<file path="config.mk">
export PLATFORM = sky130hd
export DESIGN_NAME = syncro_filt_multi
export DESIGN_NICKNAME = d
export VERILOG_FILES = /design/src/rtl/syncro_pkg.sv /design/src/rtl/syncro_filt_ch.sv /design/src/rtl/syncro_filt_multi.sv
export SDC_FILE = /design/constraint.sdc
export NUM_CORES = 1
export LEC_CHECK = 0
export CORE_MARGIN = 5
export CORE_UTILIZATION = 51
export DETAILED_ROUTE_END_ITERATION = 8
export GPL_TIMING_DRIVEN = 0
export PLACE_DENSITY_LB_ADDON = 0.12
export SETUP_SLACK_MARGIN = 0.5
export SYNTH_ARGS = -nofsm -noshare
export SYNTH_HDL_FRONTEND = slang
export SYNTH_SLANG_ARGS = --single-unit
</file>
<file path="constraint.sdc">
create_clock -name clk_clkin -period 12 [get_ports clk_clkin]
set_clock_uncertainty 0.15 [all_clocks]
set_input_delay 2.4 -clock clk_clkin [delete_from_list [all_inputs] [get_ports clk_clkin]]
set_output_delay 2.4 -clock clk_clkin [all_outputs]
set_load 0.1 [all_outputs]
</file>
<file path="src/rtl/syncro_pkg.sv">
// Shared helpers for the filtered multi-channel bus synchroniser.
// Holds the counter-width calculation and the channel-slice offset helper
// used by syncro_filt_ch and syncro_filt_multi.
package syncro_pkg;

    localparam int SYNC_STAGES_DEF   = 3;
    localparam int STABLE_CYCLES_DEF = 2;

    // Ceiling log2; clog2(1) = 0, clog2(2) = 1, clog2(3) = 2.
    function automatic int clog2(input int value);
        int r;
        r = 0;
        for (int v = value - 1; v > 0; v = v >> 1) begin
            r = r + 1;
        end
        return r;
    endfunction

    // Stability counter width: must hold 0..stable_cycles without wrapping.
    // Never narrower than one bit so the port/reg is always legal.
    function automatic int cnt_width(input int stable_cycles);
        return (stable_cycles < 1) ? 1 : clog2(stable_cycles + 1);
    endfunction

    // Low bit of channel ch in a flat NCH*WIDTH bus: bus[ch_lo(ch, w) +: w].
    function automatic int ch_lo(input int ch, input int width);
        return ch * width;
    endfunction

endpackage

</file>
<file path="src/rtl/syncro_filt_ch.sv">
// One channel: SYNC_STAGES-deep synchroniser, stability filter and output register.
// Latency: sig_out updates SYNC_STAGES+1+STABLE_CYCLES edges after capture into the first flop.
// No backpressure; hold freezes every register and suppresses upd.
//
// Ports: clk_clkin/reset_n (sync, active-low), hold, sig_in (async word),
//        sig_out (filtered word), upd (registered strobe), upd_next (its D input).
module syncro_filt_ch
    import syncro_pkg::*;
#(
    parameter int WIDTH         = 32,
    parameter int SYNC_STAGES   = SYNC_STAGES_DEF,
    parameter int STABLE_CYCLES = STABLE_CYCLES_DEF
) (
    input  logic             clk_clkin,
    input  logic             reset_n,
    input  logic             hold,
    input  logic [WIDTH-1:0] sig_in,
    output logic [WIDTH-1:0] sig_out,
    output logic             upd,
    output logic             upd_next
);

    (* ASYNC_REG = "TRUE" *) logic [WIDTH-1:0] sync_q [SYNC_STAGES];
    logic [WIDTH-1:0] last;

    always_ff @(posedge clk_clkin) begin
        if (!reset_n) begin
            for (int k = 0; k < SYNC_STAGES; k++) begin
                sync_q[k] <= '0;
            end
        end else if (!hold) begin
            sync_q[0] <= sig_in;
            for (int k = 1; k < SYNC_STAGES; k++) begin
                sync_q[k] <= sync_q[k-1];
            end
        end
    end

    assign last = sync_q[SYNC_STAGES-1];

    if (STABLE_CYCLES == 0) begin : g_nofilt

        always_comb begin
            upd_next = !hold && (last != sig_out);
        end

        always_ff @(posedge clk_clkin) begin
            if (!reset_n) begin
                sig_out <= '0;
                upd     <= 1'b0;
            end else begin
                upd <= upd_next;
                if (!hold) begin
                    sig_out <= last;
                end
            end
        end

    end else begin : g_filt

        localparam int CNT_W = cnt_width(STABLE_CYCLES);
        localparam logic [CNT_W-1:0] CNT_MAX  = CNT_W'(STABLE_CYCLES);
        localparam logic [CNT_W-1:0] CNT_LAST = CNT_W'(STABLE_CYCLES - 1);

        logic [WIDTH-1:0] stab;
        logic [CNT_W-1:0] cnt;
        logic             accept;

        // accept: this edge completes a run of STABLE_CYCLES matching samples.
        always_comb begin
            accept   = !hold && (last == stab) && (cnt == CNT_LAST);
            upd_next = accept && (last != sig_out);
        end

        always_ff @(posedge clk_clkin) begin
            if (!reset_n) begin
                stab    <= '0;
                cnt     <= '0;
                sig_out <= '0;
                upd     <= 1'b0;
            end else begin
                upd <= upd_next;
                if (!hold) begin
                    stab <= last;
                    if (last != stab) begin
                        cnt <= '0;
                    end else if (cnt == CNT_LAST) begin
                        // Saturate so a long-stable value never re-triggers.
                        cnt     <= CNT_MAX;
                        sig_out <= last;
                    end else if (cnt < CNT_LAST) begin
                        cnt <= cnt + 1'b1;
                    end
                end
            end
        end

    end

endmodule

</file>
<file path="src/rtl/syncro_filt_multi.sv">
// NCH independent filtered synchronisers into clk_clkin, plus a registered any-update flag.
// Latency: SYNC_STAGES+1+STABLE_CYCLES edges from capture to sig_out; any_upd aligned with upd.
// No backpressure; hold freezes all state and forces upd/any_upd low.
//
// Ports: clk_clkin, reset_n (sync, active-low), hold, sig_in[NCH*WIDTH] (async),
//        sig_out[NCH*WIDTH], upd[NCH], any_upd.
module syncro_filt_multi
    import syncro_pkg::*;
#(
    parameter int WIDTH         = 32,
    parameter int NCH           = 2,
    parameter int SYNC_STAGES   = SYNC_STAGES_DEF,
    parameter int STABLE_CYCLES = STABLE_CYCLES_DEF
) (
    input  logic                 clk_clkin,
    input  logic                 reset_n,
    input  logic                 hold,
    input  logic [NCH*WIDTH-1:0] sig_in,
    output logic [NCH*WIDTH-1:0] sig_out,
    output logic [NCH-1:0]       upd,
    output logic                 any_upd
);

    logic [NCH-1:0] upd_next;

    for (genvar c = 0; c < NCH; c++) begin : g_ch
        syncro_filt_ch #(
            .WIDTH         (WIDTH),
            .SYNC_STAGES   (SYNC_STAGES),
            .STABLE_CYCLES (STABLE_CYCLES)
        ) u_ch (
            .clk_clkin (clk_clkin),
            .reset_n   (reset_n),
            .hold      (hold),
            .sig_in    (sig_in[ch_lo(c, WIDTH) +: WIDTH]),
            .sig_out   (sig_out[ch_lo(c, WIDTH) +: WIDTH]),
            .upd       (upd[c]),
            .upd_next  (upd_next[c])
        );
    end

    // Built from the per-channel D inputs so it lands in the same cycle as upd.
    always_ff @(posedge clk_clkin) begin
        if (!reset_n) begin
            any_upd <= 1'b0;
        end else begin
            any_upd <= |upd_next;
        end
    end

endmodule

</file>
After elaboration in Yosys (flattened, before gate mapping)
Memories as Yosys holds them, arrays and structs flattened.
Index checks and enable logic that the tools add are counted.
- word-level logic and storage cells: 62
- input port bits: 67
- bits in writable memories: 192
- memories: 2
- register bits: 135
- output and inout port bits: 67
- memory list (memory ; depth ; width ; rd ports ; clocked after Yosys merged registers in ; wr ports ; line ; RTL):
    g_ch[0].u_ch.sync_q ; 3 ; 32 ; 3 ; 0 ; 3 ; syncro_filt_ch.sv:23 ; (* ASYNC_REG = "TRUE" *) logic [WIDTH-1:0] sync_q [SYNC_STAGES];
    g_ch[1].u_ch.sync_q ; 3 ; 32 ; 3 ; 0 ; 3 ; syncro_filt_ch.sv:23 ;
- $add $sub $neg: 2
- reductions and logical operators: 14
- bitwise operators: 9
- equality and inequality tests: 8
- magnitude comparators: 2
- muxes and demuxes: 16
- operator list (kind ; number):
    $mux W32 ; 6
    $ne A32 B32 Y1 ; 4
    $eq A32 B32 Y1 ; 2
    $mux W2 ; 6
    $logic_and A1 B1 Y1 ; 6
    $or A1 B1 Y1 ; 6
    $reduce_and A3 Y1 ; 2
    $reduce_bool A3 Y1 ; 2
    $add A2 B1 Y2 const B ; 2
    $eq A2 B1 Y1 const B ; 2
    $lt A2 B1 Y1 const B ; 2
    $mux W1 ; 4
    $reduce_and A2 Y1 ; 2
    $not A1 Y1 ; 3
    $reduce_or A2 Y1 ; 1
    $logic_not A1 Y1 ; 1

Logic depth before layout (Yosys ltp)
- word-level depth: 5
- depth in mapped cells: 7

By module
A second synthesis with hierarchy kept.
- cells, all modules: 1110
- area total of the unflattened synthesis: 13850.8 µm²
- by module, submodules not included (module ; cells an instance ; seq. area each (µm²) ; area each (µm²) ; times used):
    syncro_filt_ch ; 554 ; 4224.1 ; 6911.6 ; 2
    syncro_filt_multi ; 2 ; 20.0 ; 27.5 ; 1

Least setup slack after synthesis
No wires, ideal clock.
- kind: input -> register
- from: in hold
- to: mem g_ch[0].u_ch.sync_q[0][0] (enable)
- library setup time: 1.523 ns
- data required time: 10.327 ns
- path buffers: 2
- setup slack: 4.081 ns
- data arrival time: 6.246 ns
- stages: 3
- cell sequence: clkbuf_1 > buf_1 > nand2_1
- RTL lines (item ; line ; RTL):
    from (decl) ; syncro_filt_multi.sv:17 ; input logic hold,
    to (decl) ; syncro_filt_ch.sv:23 ;

Worst setup path after layout
- from: reg g_ch[0].u_ch.sig_out[0]
- to: out sig_out[0]
- RTL lines (item ; line ; RTL):
    from (decl) ; syncro_filt_ch.sv:18 ; output logic [WIDTH-1:0] sig_out,
    from (signal assigned) ; syncro_filt_ch.sv:90 ; sig_out <= last;
    to (decl) ; syncro_filt_multi.sv:19 ; output logic [NCH*WIDTH-1:0] sig_out,
No word-level cell between the ends.

==> run summary <==
- status: completed
- combinational cell fraction of total power: 0.056
- area of the mapped netlist: 0.0133 mm2
- number of rows in the core area: 59
- maximum achievable frequency: 215 MHz
- CP max FO: 3
- ANT nets after route: 0
- Wirelength per Cell: 16.7 um
- # diodes: 0
- layout overhead on the synthesized area: 21.8%
- buffers added on ports: 133
- fraction of power consumed by the clock network: 0.410
- Yosys Warn Count: 0
- IO Pins: 134
- Net Sw Frac: 0.213
- vias per std cell: 4.85
- clock slew at reported path FFs: 0.06 ns
- Sum Neg Setup Slack: 0 ns
- Horiz. Die Dim: 172 um
- fraction of final layout cells with drive strength greater than 1: 0.0502
- category of the most critical setup path: reg -> out
- Total Nets Final: 1281
- shortest period the worst path allows: 4.66 ns
- Final GP Congestion: 0.827
- Synth top cells by count: sky130_fd_sc_hd__and2_1 (192), sky130_fd_sc_hd__edfxtp_1 (192), sky130_fd_sc_hd__dfxtp_1 (135)
- Max VDD drop: 0.0000935 V
- count of final setup violators: 0
- Arrival @ worst endpoint: 2.11 ns
- share of Yosys cell area claimed by the top area cell type: 0.432
- Die Outline Area: 0.0295 mm2
- Required @ worst endpoint: 9.45 ns
- internal power contribution: 1.89 mW
- portion of total power attributed to sequential cells: 0.534
- vias after detailed routing: 7616
- master of the slowest instance on the critical path: sky130_fd_sc_hd__clkdlybuf4s50_1
- most used flip-flop cell after synthesis: sky130_fd_sc_hd__edfxtp_1
- hold_buf cts: 0
- height of the die: 172 um
- final period utilization: 0.388
- per-instance average area after synthesis: 12.8 um2
- Final Total Pwr: 2.41 mW
- number of setup buffers added after CTS: 0
- max-slew headroom at the worst pin: 0.339
- initial standard-cell utilization of the core: 0.515
- leakage power of the design: 6.69 nW
- number of detailed-route iterations in the first pass: 4
- clock sink count: 327
- H-tree depth: 2
- slew at the pin closest to its max-slew limit: 0.989 ns
- total of max-cap violations: 0
- post-synthesis net count: 1109
- number of enable-type register cells in the synthesized netlist: 192
- Max stage delay on crit path: 1.18 ns
- total clock buffers created by CTS: 34
- endpoint class of the critical path: primary output
- flop and latch count out of synthesis: 327
- biggest area consumer among synthesized cells: sky130_fd_sc_hd__edfxtp_1
- final core occ: 0.627
- count of routing violations after the opening detailed-route iteration: 479
- Final Hold Fails: 0
- chain of cells forming the critical path: clkdlybuf4s50_1
- launching element type of the critical path: flop
- fin. max-slew vios: 0
- deepest clock path buffer count: 3
- fraction of registers with async set/reset: 0
- Global Route Usage Sum: 0.179
- sum of net half-perimeters after detailed placement: 19100 um
- clock root buffer: sky130_fd_sc_hd__clkbuf_16
- sequential fraction of the synthesis area: 0.635
- switching power summed over all nets: 0.512 mW
- via count of the first global-routing pass: 7469
- unrepaired setup endpoints after global routing: false
- initial antenna violation count: 1
- class of the tightest hold or removal check: reg -> reg
- DRC: 0
- pin count of the biggest net entering global routing: 69
- Core Region: 0.0259 mm2
- number of instances resized during post-cts repair: 0
- latest clock arrival within the worst-skew pair: 0.51 ns
- Critical path buffers and inverters: 1
- Netlist cell types: 30
- clock tree from TritonCTS: done
- global-route wire length before repair: 41200 um
- count of mapped cells out of synthesis: 1038
- Pwr Density: 148 mW/mm2
- synth top area cells: sky130_fd_sc_hd__edfxtp_1 (43%), sky130_fd_sc_hd__dfxtp_1 (20%), sky130_fd_sc_hd__mux2i_1 (9.6%), sky130_fd_sc_hd__and2_1 (9.0%), sky130_fd_sc_hd__xor2_1 (8.4%)
- largest delay contributor family on the critical path: buffers and inverters
- total gr overflow: 0
- wirelength, routed: 26200 um
power by group through the flow:
stage	Sequential, mW	Combinational (mW)	Clock [mW]
after detailed placement	1.31	0.136	0
final	1.28	0.134	0.987
after global placement	1.32	0.130	0
after CTS	1.29	0.136	1.01
after global routing	1.29	0.149	1.06
after floorplan	1.30	0.0852	0
through the flow:
step	setup slack (ns)	cell area (um2)	hold slack, ns	std cells
after floorplan	4.08	13300	0.291	1038
after global placement	1.48	15100	0.301	1506
after detailed placement	6.82	15200	0.309	1509
after CTS	7.33	16200	0.317	1569
after global routing	7.23	16200	0.351	1569
final	7.34	16200	0.314	1569
sequential cells by signal, indices dropped and copies added (netlist names):
register,count
g_ch.u_ch.g_filt.cnt,4
any_upd,1
g_ch.u_ch.g_filt.stab,64
g_ch.u_ch.sync_q,192
g_ch.u_ch.sig_out,64
g_ch.u_ch.upd,2
metal layers:
| layer | part of all wire | routed length, um | GRT usage | up-vias |
|---|---|---|---|---|
| li1 | - | - | - | 3884 |
| met1 | 0.48 | 12600 | 0.264 | 3539 |
| met2 | 0.44 | 11600 | 0.274 | 156 |
| met3 | 0.057 | 1490 | 0.0370 | 35 |
| met4 | 0.017 | 455 | 0.0444 | 2 |
| met5 | 0.00050 | 13 | 0 | - |
cell type report:
class / count / area (um2)
fillers: 2029 / 9670
flip-flops and latches: 327 / 8470
well taps: 335 / 419
clock inverters: 8 / 56.3
multi-input cells: 655 / 4610
clock buffers: 52 / 1010
inverters: 5 / 18.8
plain buffers: 51 / 244
repair buffers: 136 / 1410
cell families after synthesis:
kind of cell,Yosys count,share of synthesized area
AO/OA/AOI/OAI,12,0.00544
XOR/XNOR,128,0.0841
adder cells (fa/ha/maj),4,0.00375
buffers and inverters,56,0.0197
flip-flops,327,0.635
multiplexers,128,0.0961
AND/OR/NAND/NOR,383,0.156
path summary, 6_finish.rpt:
path / slack [ns] / endpoint / cells past startpoint / from
max: 7.34 / sig_out[0] / 1 / g_ch[0].u_ch.sig_out[0]
min: 0.31 / g_ch[0].u_ch.g_filt.cnt[1] / 2 / g_ch[0].u_ch.g_filt.cnt[1]
max reg2reg: 9.26 / g_ch[1].u_ch.sig_out[12] / 7 / g_ch[1].u_ch.sync_q[0][72]
min reg2reg: 0.31 / g_ch[0].u_ch.g_filt.cnt[1] / 2 / g_ch[0].u_ch.g_filt.cnt[1]
cell usage in the layout, fill, tap and decap left out, types with 3 or more instances in the layout:
cell	n
sky130_fd_sc_hd__and2_1	192
sky130_fd_sc_hd__edfxtp_1	192
sky130_fd_sc_hd__dfxtp_1	135
sky130_fd_sc_hd__clkdlybuf4s50_1	133
sky130_fd_sc_hd__nor2_1	132
sky130_fd_sc_hd__mux2i_1	128
sky130_fd_sc_hd__xor2_1	128
sky130_fd_sc_hd__clkbuf_1	46
sky130_fd_sc_hd__clkbuf_16	35
sky130_fd_sc_hd__nor4_1	32
sky130_fd_sc_hd__buf_1	7
sky130_fd_sc_hd__nand2_1	7
sky130_fd_sc_hd__clkbuf_8	7
sky130_fd_sc_hd__nand4_1	6
sky130_fd_sc_hd__buf_6	6
sky130_fd_sc_hd__clkinv_1	5
sky130_fd_sc_hd__inv_1	4
sky130_fd_sc_hd__a21oi_1	4
sky130_fd_sc_hd__nor3_1	4
sky130_fd_sc_hd__ha_1	4
sky130_fd_sc_hd__buf_16	3
tightest hold or removal path, delay by kind of cell (launching register included):
family,cells,cell delay (ns)
AOI/OAI and AO/OA,1,0.05
DFF,1,0.31
and+or+nand+nor,1,0.06
No activity file was read; power rests on OpenSTA's default activity.
